--- src/rtl/rob_commit.sv ---
// rob_commit: 8-entry reorder buffer with in-order commit.
// Issue allocates entries at the tail and the CDB marks them complete.
// The head retires in program order to the register bank and the LSQ.
// A taken branch at commit flushes every younger entry.
module rob_commit #(
    parameter int DEPTH  = 8,
    parameter int IDX_W  = 3,
    parameter int DATA_W = 16,
    parameter int REG_W  = 4
) (
    input  logic              clk1,
    input  logic              rst_n,
    input  logic              alloc_valid,
    input  logic [REG_W-1:0]  alloc_func,
    input  logic [REG_W-1:0]  alloc_rd,
    output logic              alloc_ready,
    output logic [IDX_W-1:0]  alloc_idx,
    input  logic              wb_valid,
    input  logic [IDX_W-1:0]  wb_idx,
    input  logic [DATA_W-1:0] wb_data,
    input  logic              wb_taken,
    output logic              commit_valid,
    input  logic              commit_ready,
    output logic [IDX_W-1:0]  commit_idx,
    output logic [REG_W-1:0]  commit_rd,
    output logic [DATA_W-1:0] commit_data,
    output logic              commit_we,
    output logic              commit_is_store,
    output logic              flush,
    output logic [REG_W-1:0]  flush_imm,
    output logic [IDX_W:0]    count,
    output logic              empty,
    output logic              full
);

    // Function codes: 0..4 write a register, 5 is a store, 6/7 are beq/bneq.
    localparam logic [REG_W-1:0] FUNC_LAST_WR = REG_W'(4);
    localparam logic [REG_W-1:0] FUNC_STORE   = REG_W'(5);
    localparam logic [REG_W-1:0] FUNC_BEQ     = REG_W'(6);
    localparam logic [REG_W-1:0] FUNC_BNEQ    = REG_W'(7);

    // Control state (reset).
    logic [DEPTH-1:0] busy;
    logic [DEPTH-1:0] done;
    logic [IDX_W-1:0] head_p;
    logic [IDX_W-1:0] tail_p;
    logic [IDX_W:0]   count_q;

    // Payload state (not reset).
    logic [DEPTH-1:0]  taken;
    logic [REG_W-1:0]  func_q [DEPTH];
    logic [REG_W-1:0]  rd_q   [DEPTH];
    logic [DATA_W-1:0] data_q [DEPTH];

    logic alloc_fire;
    logic commit_fire;
    logic wb_hit;
    logic head_branch;

    // Handshakes, head decode and gated commit outputs.
    always_comb begin
        full            = (count_q == (IDX_W+1)'(DEPTH));
        empty           = (count_q == '0);
        count           = count_q;
        alloc_idx       = tail_p;
        commit_idx      = head_p;
        commit_valid    = busy[head_p] && done[head_p];
        commit_fire     = commit_valid && commit_ready;
        head_branch     = (func_q[head_p] == FUNC_BEQ) || (func_q[head_p] == FUNC_BNEQ);
        flush           = commit_fire && head_branch && taken[head_p];
        flush_imm       = flush ? rd_q[head_p] : '0;
        alloc_ready     = !full && !flush;
        alloc_fire      = alloc_valid && alloc_ready;
        // A writeback racing a flush is dropped along with everything else.
        wb_hit          = wb_valid && busy[wb_idx] && !flush;
        commit_rd       = commit_valid ? rd_q[head_p] : '0;
        commit_data     = commit_valid ? data_q[head_p] : '0;
        commit_we       = commit_valid && (func_q[head_p] <= FUNC_LAST_WR);
        commit_is_store = commit_valid && (func_q[head_p] == FUNC_STORE);
    end

    // Entry occupancy, pointers and the occupancy counter.
    always_ff @(posedge clk1 or negedge rst_n) begin
        if (!rst_n) begin
            busy    <= '0;
            done    <= '0;
            head_p  <= '0;
            tail_p  <= '0;
            count_q <= '0;
        end else if (flush) begin
            busy    <= '0;
            done    <= '0;
            head_p  <= '0;
            tail_p  <= '0;
            count_q <= '0;
        end else begin
            // NOTE: non-blocking assignments here, so every branch sees the
            // pre-edge head/tail/busy values regardless of statement order.
            if (alloc_fire) begin
                busy[tail_p] <= 1'b1;
                done[tail_p] <= 1'b0;
                tail_p       <= tail_p + IDX_W'(1);
            end
            if (wb_hit) begin
                done[wb_idx] <= 1'b1;
            end
            if (commit_fire) begin
                busy[head_p] <= 1'b0;
                head_p       <= head_p + IDX_W'(1);
            end
            case ({alloc_fire, commit_fire})
                2'b10:   count_q <= count_q + (IDX_W+1)'(1);
                2'b01:   count_q <= count_q - (IDX_W+1)'(1);
                default: count_q <= count_q;
            endcase
        end
    end

    // Entry payload: written on allocate and on writeback.
    // NOTE: the payload arrays carry no reset; every read is qualified by
    // busy/done, which are reset, so stale contents are never observed.
    always_ff @(posedge clk1) begin
        if (alloc_fire) begin
            func_q[tail_p] <= alloc_func;
            rd_q[tail_p]   <= alloc_rd;
            data_q[tail_p] <= '0;
            taken[tail_p]  <= 1'b0;
        end
        if (wb_hit) begin
            data_q[wb_idx] <= wb_data;
            taken[wb_idx]  <= wb_taken;
        end
    end

endmodule

--- config.mk ---
export PLATFORM = sky130hd
export DESIGN_NAME = rob_commit
export DESIGN_NICKNAME = d
export VERILOG_FILES = /design/src/rtl/rob_commit.sv
export SDC_FILE = /design/constraint.sdc
export NUM_CORES = 1
export LEC_CHECK = 0
export BUFFER_PORTS_ARGS = -buffer_cell sky130_fd_sc_hd__buf_2
export CAP_MARGIN = 20
export CORE_MARGIN = 4
export CORE_UTILIZATION = 40
export DETAILED_ROUTE_END_ITERATION = 6
export PLACE_DENSITY = 0.66
export SYNTH_ARGS = -nofsm -noshare
export SYNTH_HDL_FRONTEND = slang
export SYNTH_SLANG_ARGS = --single-unit
--- constraint.sdc ---
create_clock -name clk1 -period 3.4 [get_ports clk1]
set_clock_uncertainty 0.1 [all_clocks]
set_input_delay 0.85 -clock clk1 [delete_from_list [all_inputs] [get_ports clk1]]
set_output_delay 0.85 -clock clk1 [all_outputs]
set_load 0.02 [all_outputs]
== Yosys cells after proc, flatten, opt, wreduce, memory -nomap -nowiden ==
Memory sizes are Yosys's and may differ from the RTL's.
Cells that the tools add are included.

* Reductions and logical operators: 20
* Magnitude comparators: 7
* Add/sub/neg operators: 4
* Mux-type cells: 38
* Equality and inequality tests: 6
* Bitwise operators: 7

{| class="wikitable"
|+ Operators with widths
! cell !! count
|-
| 2-to-1 mux 8 bit || 10
|-
| bitwise AND 8 bit || 3
|-
| 2-to-1 mux 16 bit || 1
|-
| inverter 8 bit || 2
|-
| OR 8 bit || 2
|-
| logical AND 1 bit || 13
|-
| binary-select mux 1 bit (select 3 bit) || 4
|-
| equality test 4 x 3 -> 1 bit (second input constant) || 3
|-
| less-than comparator 3 x 4 -> 1 bit (second input constant) || 3
|-
| 2-to-1 mux 3 bit || 4
|-
| 2-to-1 mux 4 bit || 3
|-
| 2-to-1 mux 1 bit || 11
|-
| demux 1 bit (select 3 bit) || 3
|-
| greater-or-equal comparator 3 x 1 -> 1 bit (second input constant) || 3
|-
| bitwise mux 8 bit || 1
|-
| case mux 4 bit (2 select lines) || 1
|-
| adder 3 x 1 -> 3 bit (second input constant) || 2
|-
| adder 4 x 1 -> 4 bit (second input constant) || 1
|-
| equality test 4 bit (second input constant) || 1
|-
| <= comparator 4 x 3 -> 1 bit (second input constant) || 1
|-
| zero test 4 bit || 1
|-
| nonzero test 2 bit || 2
|-
| subtractor 4 x 1 -> 4 bit (second input constant) || 1
|-
| nonzero test 3 bit || 1
|-
| 4 further kinds || 5
|}

* Input port bits: 33
* Output and inout port bits: 41
* Memories kept: 3
* Register bits: 34
* Word-level logic and storage cells: 91
* Bits in writable memories: 192

{| class="wikitable"
|+ Memory list
! memory !! depth !! width !! rd ports !! clocked after Yosys merged registers in !! write ports !! line !! RTL
|-
| data_q || 8 || 16 || 1 || 0 || 2 || 53 || <nowiki>logic [DATA_W-1:0] data_q [DEPTH];</nowiki>
|-
| func_q || 8 || 4 || 1 || 0 || 1 || 51 || <nowiki>logic [REG_W-1:0] func_q [DEPTH];</nowiki>
|-
| rd_q || 8 || 4 || 1 || 0 || 1 || 52 || <nowiki>logic [REG_W-1:0] rd_q [DEPTH];</nowiki>
|}

== Logic depth before layout (Yosys ltp) ==
* Depth after elaboration: 14
* Depth in mapped cells: 13
* Depth with buffers taken out: 10

== Least setup slack after synthesis ==
Ideal clock, no wire load.

* Kind: reg-to-reg
* From: register head_p[2], in the netlist commit_idx[2]
* To: memory data_q[3][0] (enable)
* Data arrival time: 3.341 ns
* Data required time: 2.889 ns
* Stages on the path, launching flop included: 10
* Buffers on the path: 3
* Setup slack: -0.452 ns
* Period minus slack after synthesis: 3.852 ns
* Cell sequence: dfrtp_1 > buf_6 > mux4_2 > mux2i_2 > nor4_1 > nand3_1 > inv_2 > buf_6 > buf_2 > o21ai_0

{| class="wikitable"
|+ RTL lines
! item !! line !! RTL
|-
| start, declared || 45 || <nowiki>logic [IDX_W-1:0] head_p;</nowiki>
|-
| start signal, assigned || 109 || <nowiki>head_p <= head_p + IDX_W'(1);</nowiki>
|-
| end, declared || 53 ||
|}

== Worst setup path in the final report ==
* From: register head_p[0], in the netlist commit_idx[0]
* To: output port commit_is_store

* Longest elaborated chain between the ends: 4
* Elaborated cells between the ends (all ways): 8
* Classes of those cells: eq/ne: 1; mux: 4; reduce/logical: 2; memory: 1

{| class="wikitable"
|+ RTL lines
! item !! line !! RTL
|-
| branches (longest 3 deep; another with memory (8 x 4 bit)) || - ||
|-
| logical AND 1 bit * || 79 || <nowiki>commit_is_store = commit_valid && (func_q[head_p] == FUNC_STORE);</nowiki>
|-
| end, declared || 28 || <nowiki>output logic commit_is_store,</nowiki>
|}

Every way passes the cells marked *. The select of a mux whose other input is x is not followed.

==> out/metrics.csv <==
metric,value,unit
globalplace.congestion,0.819,
firstDrtPassIters,5,
arrival,2.45,ns
async_flop_share,11.5,%
antenna_found_initial,0,
rsz0062_at_grt,true,
vias,6287,
cp-end-kind,output port,
final_area,0.0125,mm2
irDropWorstVdd,600,uV
ant_nets,0,
p_per_area,862,mW/mm2
synth.top_cell.area_share,56.2,%
finalSetupViolations,1,
drive_gt1_share,28.6,%
synth_compound_area_share,5.65,%
grt-ovfl-total,0,
grt_pass1_wl,38100,um
cts_max_level,1,
synth_edf_count,192,
cts_sinks,226,
tightest_slew,0.779,ns
layout_common_cells,"192 x edfxtp_1, 131 x and2_1, 64 x mux2i_1, 64 x buf_2, 54 x buf_4",
yosys.area_share.adder,0.586,%
p_sw,3.84,mW
die-area,0.0283,mm2
root_buffer,clkbuf_16,
synth_mux_area_share,12.0,%
criticalPathCategory,reg2out,
cts_made_buffers,24,
clockBufferDepth,3,
synthCells,715,
switching_share,35.6,%
slew_headroom,48.0,%
port_buffers,73,
fin_nets,878,
hold_path_class,in2async,
layout_min_cycle_time,3.40,ns
rows,58,
grt_max_degree,36,
start_util,40.7,%
final_common_cell,edfxtp_1,
yosysWarningCount,0,
wl_per_cell,20.8,um
dp.cells,1126,
io_pins,74,
die_x,168,um
avgSynthCellArea,14.3,um2
synth_seq_cells,226,
finish.utilization,49.7,%
syn-num-nets,752,
drv_slew,0,
r2r-start,commit_idx[0]$_DFFE_PN0P_,
die_height,168,um
crit_required,2.45,ns
fin_ws,-0.00271,ns
synth_xor_area_share,0.342,%
cts_tree,built,
clkTransAtPathRegs,0.06,ns
synth_cell_types,60,
synth-seq-area-share,64.1,%
synth.largest_area_cell,edfxtp_1,
fmax,294,MHz
status,finished with violations,
vias_per_cell,5.28,
area_growth,21.9,%
cp-startpoint,commit_idx[0]$_DFFE_PN0P_,
hold_violations,0,
comb_power_share,41.2,%
grt_pass1_vias,6431,
place_area,0.0113,mm2
synth_ff_type,edfxtp_1,
final_cells,1190,
cp_max_fo,6,
synthesis.area,0.0103,mm2
power.internal,6.94,mW
grt_use_total,17.4,%
drv_cap,0,
violations,negative setup slack,
drc,0,
fin_crit_sh,100,%
netlist_top_cells_area,"edfxtp_1 56%, and2_1 8.0%, mux2i_1 6.8%",
clk_latency,0.51,ns
pwr-share-seq,36.1,%
synth_top_family_by_area,simple AND/OR/NAND/NOR gates,
place_ws,0.196,ns
p_leak,4.82,nW
drt_iter0_drc,511,
cts_hold_buf,0,
clockPowerShare,22.7,%
core_area,0.0252,mm2
yosys.area_share.simple,14.8,%
dp_hpwl,15300,um
drt-total-wl,24700,um
worst_setup_path_start_kind,flip-flop,
## per-layer routing
metal | GRT usage (%) | wire (um)
met5 | 0 | 0
met4 | 4.66 | 704
met3 | 2.72 | 1280
met2 | 29.9 | 12300
met1 | 23.0 | 10400
## synth_stat cells, drive strengths merged (5+ instances only)
cell,instances
mux4,20
mux2i,73
and3,17
dfxtp,8
a22oi,32
o21ai,8
nand2,34
nor2,29
a22o,5
edfxtp,192
inv,17
and2,131
a31o,6
clkbuf,22
buf,18
o221a,6
nor2b,7
dfrtp,26
nor3,6
## area by class of cell
type                            instances  area (um2)
Antenna cell                            1        2.50
Clock inverter                         16        98.8
Tap cell                              330         413
Multi-Input combinational cell        431        3600
Fill cell                            2136       12700
Sequential cell                       226        6580
Timing Repair Buffer                  140        1100
Inverter                               18        71.3
Clock buffer                           28         637
## through the flow
stage	setup TNS, ns	total power [mW]	hold slack (ns)
2_1_floorplan	-0.0380	6.48	0.331
3_3_place_gp	0	7.84	0.362
3_5_place_dp	0	7.89	0.358
4_1_cts	-0.0737	10.7	0.264
5_1_grt	-0.354	11.3	0.300
6_report	-0.00271	10.8	0.268
## state kept, by name, summed over array words and instances, names as in the netlist
signal / cells
alloc_idx: 3
busy: 8
commit_idx: 3
count: 4
data_q: 128
done: 8
func_q: 32
rd_q: 32
taken: 8
## critical path: stages, from the launching register on
cell,delay (ns)
dfrtp_4,0.49
buf_8,0.15
mux4_2,0.53
mux2i_4,0.20
buf_4,0.17
nor4b_4,0.21
buf_4,0.19
## cell families (layout without fill, tap and decap cells)
| group | after synthesis | count (layout) |
|---|---|---|
| AND/OR/NAND/NOR | 252 | 252 |
| flip-flops | 226 | 226 |
| multiplexers | 96 | 96 |
| AO/OA/AOI/OAI | 74 | 74 |
| buffers and inverters | 58 | 202 |
| adder cells (fa/ha/maj) | 5 | 5 |
| XOR/XNOR | 4 | 4 |
| other | 0 | 1 |
## power by group through the flow
stage               registers [mW]  logic, mW  clock network, mW
finish                        3.90       4.44               2.45
CTS                           3.90       4.29               2.49
detailed placement            3.97       3.92                  0
global route                  3.96       4.76               2.59
floorplan                     3.89       2.59                  0
global placement              3.96       3.88                  0
## path summary, 6_finish.rpt
path | end | slack [ns] | depth (start not counted)
max | commit_is_store | -0.003 | 6
min | count[0]$_DFFE_PN0P_ | 0.27 | 1
max reg2reg | data_q[0][14]$_SDFFCE_PN0P_ | 0.16 | 11
min reg2reg | taken[6]$_DFF_P_ | 0.37 | 2
max in group asynchronous | commit_idx[0]$_DFFE_PN0P_ | 2.45 | 1
min in group clk1 | taken[6]$_DFF_P_ | 0.37 | 2
## timing repair
action,in CTS,in global routing
cloned,1,0
pin swaps,7,1
buffers inserted,13,5
gates resized for setup,50,18
endpoints found under the setup margin,27,51
(Power assumes the default switching activity.)
